File: src/rtl/rs_frame_sync_if.sv
// Symbol-in / aligned-packet-out bundle between the deinterleaver, the frame sync and the RS decoder.
// master drives the byte stream and observes the aligned packet side; slave is the frame sync.
interface rs_frame_sync_if #(
    parameter int DW      = 8,
    parameter int PKT_LEN = 204
);
    localparam int IW = $clog2(PKT_LEN);

    logic          sym_vld;
    logic [DW-1:0] sym_din;
    logic          pkt_vld;
    logic [DW-1:0] pkt_dout;
    logic          pkt_sop;
    logic          pkt_eop;
    logic          pkt_inv;
    logic [IW-1:0] byte_idx;
    logic          locked;

    modport master (
        output sym_vld, sym_din,
        input  pkt_vld, pkt_dout, pkt_sop, pkt_eop, pkt_inv, byte_idx, locked
    );

    modport slave (
        input  sym_vld, sym_din,
        output pkt_vld, pkt_dout, pkt_sop, pkt_eop, pkt_inv, byte_idx, locked
    );
endinterface

File: src/rtl/rs_frame_sync.sv
// Purpose: finds the RS packet boundary from periodic sync bytes (HUNT/VERIFY/LOCK) and emits aligned packets.
// Latency: 1 clk from accepted byte to pkt_dout/pkt_vld.
// Backpressure: none; one byte per clk is always accepted, gaps in sym_vld simply freeze the block.
module rs_frame_sync #(
    parameter int unsigned    DW         = 8,
    parameter int unsigned    PKT_LEN    = 204,
    parameter logic [DW-1:0]  SYNC       = 8'h47,
    parameter logic [DW-1:0]  SYNC_INV   = 8'hB8,
    parameter int unsigned    LOCK_CNT   = 3,
    parameter int unsigned    UNLOCK_CNT = 3
) (
    input  logic               clk,
    input  logic               rst_n,
    rs_frame_sync_if.slave     sif
);
    localparam int IW = $clog2(PKT_LEN);
    localparam int HW = $clog2(LOCK_CNT + 1);
    localparam int MW = $clog2(UNLOCK_CNT + 1);

    localparam logic [IW-1:0] POS_LAST = IW'(PKT_LEN - 1);
    localparam logic [HW-1:0] HIT_MAX  = HW'(LOCK_CNT);
    localparam logic [MW-1:0] MISS_MAX = MW'(UNLOCK_CNT);

    typedef enum logic [1:0] {
        HUNT   = 2'd0,
        VERIFY = 2'd1,
        LOCK   = 2'd2
    } state_t;

    state_t        state;
    logic [IW-1:0] pos;
    logic [HW-1:0] hit_cnt;
    logic [MW-1:0] miss_cnt;

    logic          pkt_vld_q;
    logic [DW-1:0] pkt_dout_q;
    logic          pkt_sop_q;
    logic          pkt_eop_q;
    logic          pkt_inv_q;
    logic [IW-1:0] byte_idx_q;
    logic          locked_q;

    logic          is_hit;
    logic          at_sync;
    logic [IW-1:0] pos_nxt;
    logic [HW-1:0] hit_inc;
    logic [MW-1:0] miss_inc;
    logic          gain_lock;
    logic          lose_lock;
    logic          emit;

    always_comb begin
        is_hit    = (sif.sym_din == SYNC) || (sif.sym_din == SYNC_INV);
        at_sync   = (pos == '0);
        pos_nxt   = (pos == POS_LAST) ? '0 : pos + 1'b1;
        // Saturating increments keep the counters bounded by their thresholds.
        hit_inc   = (hit_cnt  == HIT_MAX)  ? hit_cnt  : hit_cnt  + 1'b1;
        miss_inc  = (miss_cnt == MISS_MAX) ? miss_cnt : miss_cnt + 1'b1;
        gain_lock = sif.sym_vld && (state == VERIFY) && at_sync && is_hit && (hit_inc == HIT_MAX);
        lose_lock = sif.sym_vld && (state == LOCK) && at_sync && !is_hit && (miss_inc == MISS_MAX);
        // The sync that confirms lock is emitted; the miss that drops lock is not.
        emit      = gain_lock || (sif.sym_vld && (state == LOCK) && !lose_lock);
    end

    always_ff @(posedge clk or negedge rst_n) begin
        if (!rst_n) begin
            state      <= HUNT;
            pos        <= '0;
            hit_cnt    <= '0;
            miss_cnt   <= '0;
            pkt_vld_q  <= 1'b0;
            pkt_dout_q <= '0;
            pkt_sop_q  <= 1'b0;
            pkt_eop_q  <= 1'b0;
            pkt_inv_q  <= 1'b0;
            byte_idx_q <= '0;
            locked_q   <= 1'b0;
        end else begin
            pkt_vld_q <= 1'b0;
            pkt_sop_q <= 1'b0;
            pkt_eop_q <= 1'b0;
            pkt_inv_q <= 1'b0;

            if (sif.sym_vld) begin
                unique case (state)
                    HUNT: begin
                        if (is_hit) begin
                            state   <= VERIFY;
                            pos     <= IW'(1);
                            hit_cnt <= HW'(1);
                        end
                    end
                    VERIFY: begin
                        pos <= pos_nxt;
                        if (at_sync) begin
                            if (is_hit) begin
                                hit_cnt <= hit_inc;
                                if (gain_lock) begin
                                    state    <= LOCK;
                                    miss_cnt <= '0;
                                    locked_q <= 1'b1;
                                end
                            end else begin
                                // A failed candidate is abandoned; this byte is not retried as a sync.
                                state   <= HUNT;
                                hit_cnt <= '0;
                            end
                        end
                    end
                    LOCK: begin
                        pos <= pos_nxt;
                        if (at_sync) begin
                            if (is_hit) begin
                                miss_cnt <= '0;
                            end else begin
                                miss_cnt <= miss_inc;
                                if (lose_lock) begin
                                    state    <= HUNT;
                                    hit_cnt  <= '0;
                                    locked_q <= 1'b0;
                                end
                            end
                        end
                    end
                    default: begin
                        state <= HUNT;
                    end
                endcase
            end

            if (emit) begin
                pkt_vld_q  <= 1'b1;
                pkt_dout_q <= sif.sym_din;
                byte_idx_q <= pos;
                pkt_sop_q  <= at_sync;
                pkt_eop_q  <= (pos == POS_LAST);
                pkt_inv_q  <= at_sync && (sif.sym_din == SYNC_INV);
            end
        end
    end

    assign sif.pkt_vld  = pkt_vld_q;
    assign sif.pkt_dout = pkt_dout_q;
    assign sif.pkt_sop  = pkt_sop_q;
    assign sif.pkt_eop  = pkt_eop_q;
    assign sif.pkt_inv  = pkt_inv_q;
    assign sif.byte_idx = byte_idx_q;
    assign sif.locked   = locked_q;
endmodule
File: src/flat_wrapper.sv
// flat-port wrapper written by rule: the top's interface ports become plain ports
module rs_frame_sync_flat 
#(
    parameter int unsigned    DW         = 8,
    parameter int unsigned    PKT_LEN    = 204,
    parameter logic [DW-1:0]  SYNC       = 8'h47,
    parameter logic [DW-1:0]  SYNC_INV   = 8'hB8,
    parameter int unsigned    LOCK_CNT   = 3,
    parameter int unsigned    UNLOCK_CNT = 3
)
  (clk, rst_n, sif_sym_vld, sif_sym_din, sif_pkt_vld, sif_pkt_dout, sif_pkt_sop, sif_pkt_eop, sif_pkt_inv, sif_byte_idx, sif_locked);
  rs_frame_sync_if #(.DW(DW), .PKT_LEN(PKT_LEN)) sif_i ();
  input  logic clk;
  input  logic rst_n;
  input wire logic [$bits(sif_i.sym_vld)-1:0] sif_sym_vld;
  input wire logic [$bits(sif_i.sym_din)-1:0] sif_sym_din;
  output wire logic [$bits(sif_i.pkt_vld)-1:0] sif_pkt_vld;
  output wire logic [$bits(sif_i.pkt_dout)-1:0] sif_pkt_dout;
  output wire logic [$bits(sif_i.pkt_sop)-1:0] sif_pkt_sop;
  output wire logic [$bits(sif_i.pkt_eop)-1:0] sif_pkt_eop;
  output wire logic [$bits(sif_i.pkt_inv)-1:0] sif_pkt_inv;
  output wire logic [$bits(sif_i.byte_idx)-1:0] sif_byte_idx;
  output wire logic [$bits(sif_i.locked)-1:0] sif_locked;
  assign sif_i.sym_vld = sif_sym_vld;
  assign sif_i.sym_din = sif_sym_din;
  assign sif_pkt_vld = sif_i.pkt_vld;
  assign sif_pkt_dout = sif_i.pkt_dout;
  assign sif_pkt_sop = sif_i.pkt_sop;
  assign sif_pkt_eop = sif_i.pkt_eop;
  assign sif_pkt_inv = sif_i.pkt_inv;
  assign sif_byte_idx = sif_i.byte_idx;
  assign sif_locked = sif_i.locked;
  rs_frame_sync #(.DW(DW), .PKT_LEN(PKT_LEN), .SYNC(SYNC), .SYNC_INV(SYNC_INV), .LOCK_CNT(LOCK_CNT), .UNLOCK_CNT(UNLOCK_CNT)) u_core (.clk(clk), .rst_n(rst_n), .sif(sif_i));
endmodule
File: config.mk
export PLATFORM = sky130hd
export DESIGN_NAME = rs_frame_sync_flat
export DESIGN_NICKNAME = d
export VERILOG_FILES = /design/src/rtl/rs_frame_sync_if.sv /design/src/rtl/rs_frame_sync.sv /design/src/flat_wrapper.sv
export SDC_FILE = /design/constraint.sdc
export NUM_CORES = 1
export LEC_CHECK = 0
export BUFFER_PORTS_ARGS = -buffer_cell sky130_fd_sc_hd__buf_2
export CAP_MARGIN = 25
export CORE_MARGIN = 10
export CORE_UTILIZATION = 49
export CTS_CLUSTER_DIAMETER = 60
export DETAILED_ROUTE_END_ITERATION = 10
export GPL_TIMING_DRIVEN = 0
export PLACE_DENSITY = 0.71
export SYNTH_ARGS = -nofsm -noshare
export SYNTH_HDL_FRONTEND = slang
export SYNTH_SLANG_ARGS = --single-unit
File: constraint.sdc
create_clock -name clk -period 6.5 [get_ports clk]
set_clock_uncertainty 0.1 [all_clocks]
set_input_delay 1.3 -clock clk [delete_from_list [all_inputs] [get_ports clk]]
set_output_delay 1.3 -clock clk [all_outputs]
set_load 0.01 [all_outputs]
## Word-level counts from Yosys, hierarchy flattened

Cells that the tools add are included.

- Word-level logic and storage cells: 89
- Output and inout bits: 21
- Memory bits (writable): 0
- Latch bits: 0
- Input bits: 11
- Memories: 0
- Register bits after elaboration: 35
- Bits in read-only memories: 0

- Reduce and logical (&&, ||, !) cells: 25
- $add $sub $neg: 3
- Bitwise logic cells: 0
- Muxes and demuxes: 33
- Order comparisons: 0
- Eq/ne operators: 17
- Shifts and indexed selects: 0
- Multipliers: 0
- Divide/modulo/power cells: 0

Operators by type and width:

| kind | number |
|---|---|
| $mux 2 | 16 |
| $eq 8x8->1 const B | 2 |
| $mux 8 | 2 |
| $pmux 8 s2 | 1 |
| $reduce_and 7->1 | 2 |
| $ne 2x1->1 const B | 6 |
| $pmux 2 s3 | 2 |
| $eq 2x2->1 const B | 5 |
| $logic_and 1x1->1 | 10 |
| $mux 1 | 10 |
| $add 8x1->8 const B | 1 |
| $eq 8x7->1 const B | 1 |
| $logic_not 8->1 | 1 |
| $reduce_and 8->1 | 1 |
| $reduce_and 6->1 | 1 |
| $add 2x1->2 const B | 2 |
| $pmux 2 s2 | 1 |
| $reduce_bool 2->1 | 2 |
| $ne 3x3->1 const B | 1 |
| $reduce_and 3->1 | 1 |
| $reduce_bool 3->1 | 1 |
| $eq 2x1->1 const B | 1 |
| $logic_not 1->1 | 2 |
| $logic_not 2->1 | 1 |
| 4 further kinds | 5 |

## Longest topological paths before layout

- Word-level depth: 9
- Gate-level depth with buffers: 8
- Depth with buffers taken out: 7

## Least setup slack after synthesis

No wires, ideal clock.

- Kind: in2reg
- Start: in sif_sym_din[3]
- End: reg u_core.byte_idx_q[0] (netlist: u_core.sif.byte_idx[0])
- Data arrival time: 2.804 ns
- Setup slack: 3.471 ns
- Library setup time: 0.125 ns
- Stages on the path: 6
- Buffers on the path: 1
- Required time: 6.275 ns
- Path through: nand4b_1 -> nor4_1 -> o21ai_0 -> o21ai_1 -> buf_6 -> mux2_4

- Cells in the longest elaborated chain, start to end: 8

RTL lines:

| element | RTL line | source |
|---|---|---|
| from (decl) | flat_wrapper.sv:16 | `input wire logic [$bits(sif_i.sym_din)-1:0] sif_sym_din;` |
| $eq 8x7->1 / $eq 8x8->1 (equally long branches) | rs_frame_sync.sv:53 | `is_hit = (sif.sym_din == SYNC) \|\| (sif.sym_din == SYNC_INV);` |
| $logic_or 1x1->1 (*) | rs_frame_sync.sv:53 |  |
| $logic_not 1->1 | rs_frame_sync.sv:60 | `lose_lock = sif.sym_vld && (state == LOCK) && at_sync && !is_hit && (miss_inc == MISS_MAX);` |
| $logic_and 1x1->1 (2 in a row) | rs_frame_sync.sv:60 |  |
| $logic_not 1->1 | rs_frame_sync.sv:62 | `emit = gain_lock \|\| (sif.sym_vld && (state == LOCK) && !lose_lock);` |
| $logic_and 1x1->1 | rs_frame_sync.sv:62 |  |
| $logic_or 1x1->1 (*) | rs_frame_sync.sv:62 |  |
| to (signal assigned) | rs_frame_sync.sv:134 | `byte_idx_q <= pos;` |
| to (decl) | rs_frame_sync.sv:40 | `logic [IW-1:0] byte_idx_q;` |

Mark *: on every way between the ends. The rest lies on a longest branch, timed or not.
A chain may end at the register's enable or synchronous reset.

## Worst setup path after layout

- Start: in sif_sym_din[3]
- End: reg u_core.byte_idx_q[4] (netlist: u_core.sif.byte_idx[4])

Same word-level chain as after synthesis.

==> impl_metrics.py <==
metrics = {
    "worst_hold_path": {
        "hold_start": "u_core.sif.byte_idx[1]",
        "hold_class": "flop to flop",
    },
    "logic_synthesis": {
        "synth.cells.most_frequent": "35 x dfrtp_1, 16 x mux2_4, 12 x o21ai_0, 9 x inv_1, 7 x nor2_1",
        "ys_types": 44,
        "synth_top_family_by_area": "compound AO/OA/AOI/OAI gates",
        "async_flop_share_pct": 100,
        "synth_edf_count": 0,
        "yosysTopAreaCell": "dfrtp_1",
        "synthMuxAreaShare_pct": 14.6,
        "ys_warn_count": 0,
        "synth_area_per_cell_sq_um": 11.7,
        "synth_cells": 158,
        "syn-num-nets": 175,
        "synth_most_common_cell": "dfrtp_1",
        "ys.flop_type": "dfrtp_1",
        "synth_area_leaders": "dfrtp_1 47%, mux2_4 13%, ha_1 4.1%",
        "synth_xor_area_share_pct": 0,
        "ys_seq_area_share_pct": 47.3,
        "synth_adder_area_share_pct": 4.05,
        "syn_area_sq_um": 1850,
        "synth_top_area_share_pct": 47.3,
        "synth_compound_area_share_pct": 15.9,
        "synth-seq-cells": 35,
        "synth_simple_gate_area_share_pct": 13.6,
    },
    "timing": {
        "fin_tns_setup_ns": 0,
        "fin_crit_sh_pct": 47.7,
        "clock.fmax_mhz": 322,
        "setup_violations": 0,
        "worst_slew_pin_slew_ns": 0.943,
        "period_minus_slack_ns": 3.10,
        "hold_violations": 0,
        "slew_viol_final": 0,
        "rsz0062_at_grt": "false",
        "whs_ns": 0.409,
        "relSlewSlack_pct": 36.1,
    },
    "final_layout": {
        "drive_gt1_share_pct": 32.1,
        "final_area_sq_um": 2150,
        "antenna_cells": 0,
        "syn_to_final_growth_pct": 16.4,
        "nets": 213,
    },
    "clock_network": {
        "postCtsSetupBuffers": 0,
        "cts_tree": "done",
        "clockRootBuffer": "clkbuf_8",
        "cts-resized-gates": 0,
        "cts_buffers": 5,
        "hold_buffers": 0,
        "clkTransAtPathRegs_ns": 0.07,
        "htreeDepth": 2,
        "cts.path.max_buffers": 2,
        "clock_latency_ns": 0.29,
        "clock_sinks": 35,
    },
    "pwr": {
        "pwr-share-clk_pct": 21.6,
        "p_per_area_nw_per_um2": 345,
        "power.total_mw": 0.744,
        "p_sw_share_pct": 36.1,
        "pwr-share-comb_pct": 37.9,
        "p_switching_mw": 0.269,
        "ir_drop_mv": 0.194,
        "seq_power_share_pct": 40.5,
        "internal_power_mw": 0.476,
        "p_leak_nw": 1.06,
    },
    "worst_setup_path": {
        "timing.rr.start": "u_core.pos[0]",
        "critPathCaptureType": "flop",
        "startpoint": "sif_sym_din[3]",
        "crit_chain": "buf_2 > nand4b_1 > nor4_1 > o21ai_0 > o21ai_1 > buf_6 > mux2_4",
        "worstSetupPathType": "input port to flop",
        "required_ns": 6.58,
        "cp.arrival_ns": 3.18,
        "critical_path.slowest_cell": "nor4_1",
        "worst-path-max-fanout": 10,
        "start_kind": "input port",
        "cpPeakStageDelay_ns": 0.61,
    },
    "routing": {
        "drtIter0Drc": 228,
        "via_per_inst": 5.91,
        "ant_nets": 0,
        "num_vias": 1442,
        "postRouteWirelength_um": 4250,
        "first_pass_iters": 4,
        "wire_per_inst_um": 17.4,
        "drc": 0,
    },
    "grt": {
        "grt_max_degree": 36,
        "grt_antenna_before_repair": 0,
        "grt_pass1_wl_um": 7240,
        "grt_pass1_vias": 1505,
        "overflow": 0,
        "gr-usage-all-layers_pct": 14.0,
    },
    "placement": {
        "place_hpwl_um": 3060,
        "port_buffers": 31,
        "gp_congestion": 0.859,
        "placed_cell_area_sq_um": 2070,
    },
    "flow_run": {
        "cap_violations": 0,
    },
    "die": {
        "num_rows": 22,
        "core_area_sq_um": 3660,
        "die_h_um": 81.5,
        "start_util_pct": 50.6,
        "dieWidth_um": 81.5,
        "dieArea_sq_um": 6640,
        "io_pins": 32,
    },
    "run_status": {
        "outcome": "finished clean",
    },
}
## worst max-delay path: cells and delay by family
family                 cells  cell delay, ns
and+or+nand+nor            2            0.82
muxes                      1            0.32
AOI/OAI and AO/OA          2            0.40
buffers and inverters      2            0.34
## routing by layer
| metal | global-route usage [%] | wire length [um] | part of all wire, % | up-vias |
|---|---|---|---|---|
| met3 | 4.37 | 266 | 6.3 | 8 |
| met5 | 0 | 0 | 0 | - |
| met1 | 16.5 | 1750 | 41 | 715 |
| met4 | 7.79 | 68 | 1.6 | 0 |
| li1 | - | - | - | 675 |
| met2 | 22.4 | 2170 | 51 | 44 |
## cells in the final DEF (no fill, tap or decap), drive strengths merged, types with 2 or more instances in the layout
| cell type | netlist | final |
|---|---|---|
| nand2b | 2 | 2 |
| a311oi | 2 | 2 |
| and3 | 5 | 5 |
| mux2i | 3 | 3 |
| nor2 | 7 | 7 |
| dfrtp | 35 | 35 |
| a211oi | 2 | 2 |
| nor4b | 2 | 2 |
| o31ai | 2 | 2 |
| a32o | 2 | 2 |
| a31oi | 4 | 4 |
| a21oi | 5 | 5 |
| o21ai | 13 | 13 |
| ha | 6 | 6 |
| nand3 | 3 | 3 |
| clkbuf | 2 | 8 |
| inv | 9 | 9 |
| and4 | 3 | 3 |
| mux2 | 16 | 16 |
| nand2 | 5 | 5 |
| a21o | 3 | 3 |
| nand4 | 6 | 6 |
| buf | 5 | 36 |
## final cells by class
| type | instances | area (sq um) |
|---|---|---|
| fill | 298 | 1510 |
| clock inverter | 1 | 5.00 |
| tap | 48 | 60.1 |
| inverter | 9 | 33.8 |
| clock buffer | 6 | 82.6 |
| buffer | 7 | 50.0 |
| multi-input combinational | 107 | 892 |
| sequential | 35 | 876 |
| timing repair buffer | 31 | 155 |
## per-stage QoR
step / cells / worst slack (ns) / utilization, %
CTS: 244 / 3.40 / 58.9
global route: 244 / 3.27 / 58.9
detailed placement: 237 / 3.11 / 56.5
finish: 244 / 3.40 / 58.9
floorplan: 158 / 3.47 / -
global placement: 237 / 3.10 / 56.5
## logic make-up after synthesis
kind of cell / Yosys count
compound gates: 41
mux: 19
fa+ha+maj: 6
simple gates: 41
buf+inv: 16
flops: 35
## power by group through the flow
stage               sequential, mW  clock [mW]  combinational (mW)
floorplan                    0.312           0               0.185
global placement             0.303           0               0.267
detailed placement           0.306           0               0.279
CTS                          0.302       0.164               0.281
global route                 0.310       0.177               0.311
finish                       0.302       0.161               0.282
## final timing paths
path / to / slack, ns / cells after the start
min in group asynchronous: u_core.sif.pkt_dout[2] / 0.98 / 1
min: u_core.sif.byte_idx[1] / 0.41 / 1
min reg2reg: u_core.sif.byte_idx[1] / 0.41 / 1
max reg2reg: u_core.state[1] / 3.97 / 7
max in group asynchronous: u_core.sif.byte_idx[1] / 4.81 / 1
max: u_core.sif.byte_idx[4] / 3.40 / 7
## registers in the layout, indices dropped and copies added, names as in the netlist
signal and cells:
u_core.sif.pkt_eop 1, u_core.sif.pkt_inv 1, u_core.pos 8, u_core.sif.byte_idx 8, u_core.sif.pkt_dout 8, u_core.sif.pkt_vld 1, u_core.sif.locked 1, u_core.hit_cnt 2
u_core.state 2, u_core.sif.pkt_sop 1, u_core.miss_cnt 2
No activity file was read; power rests on OpenSTA's default activity.
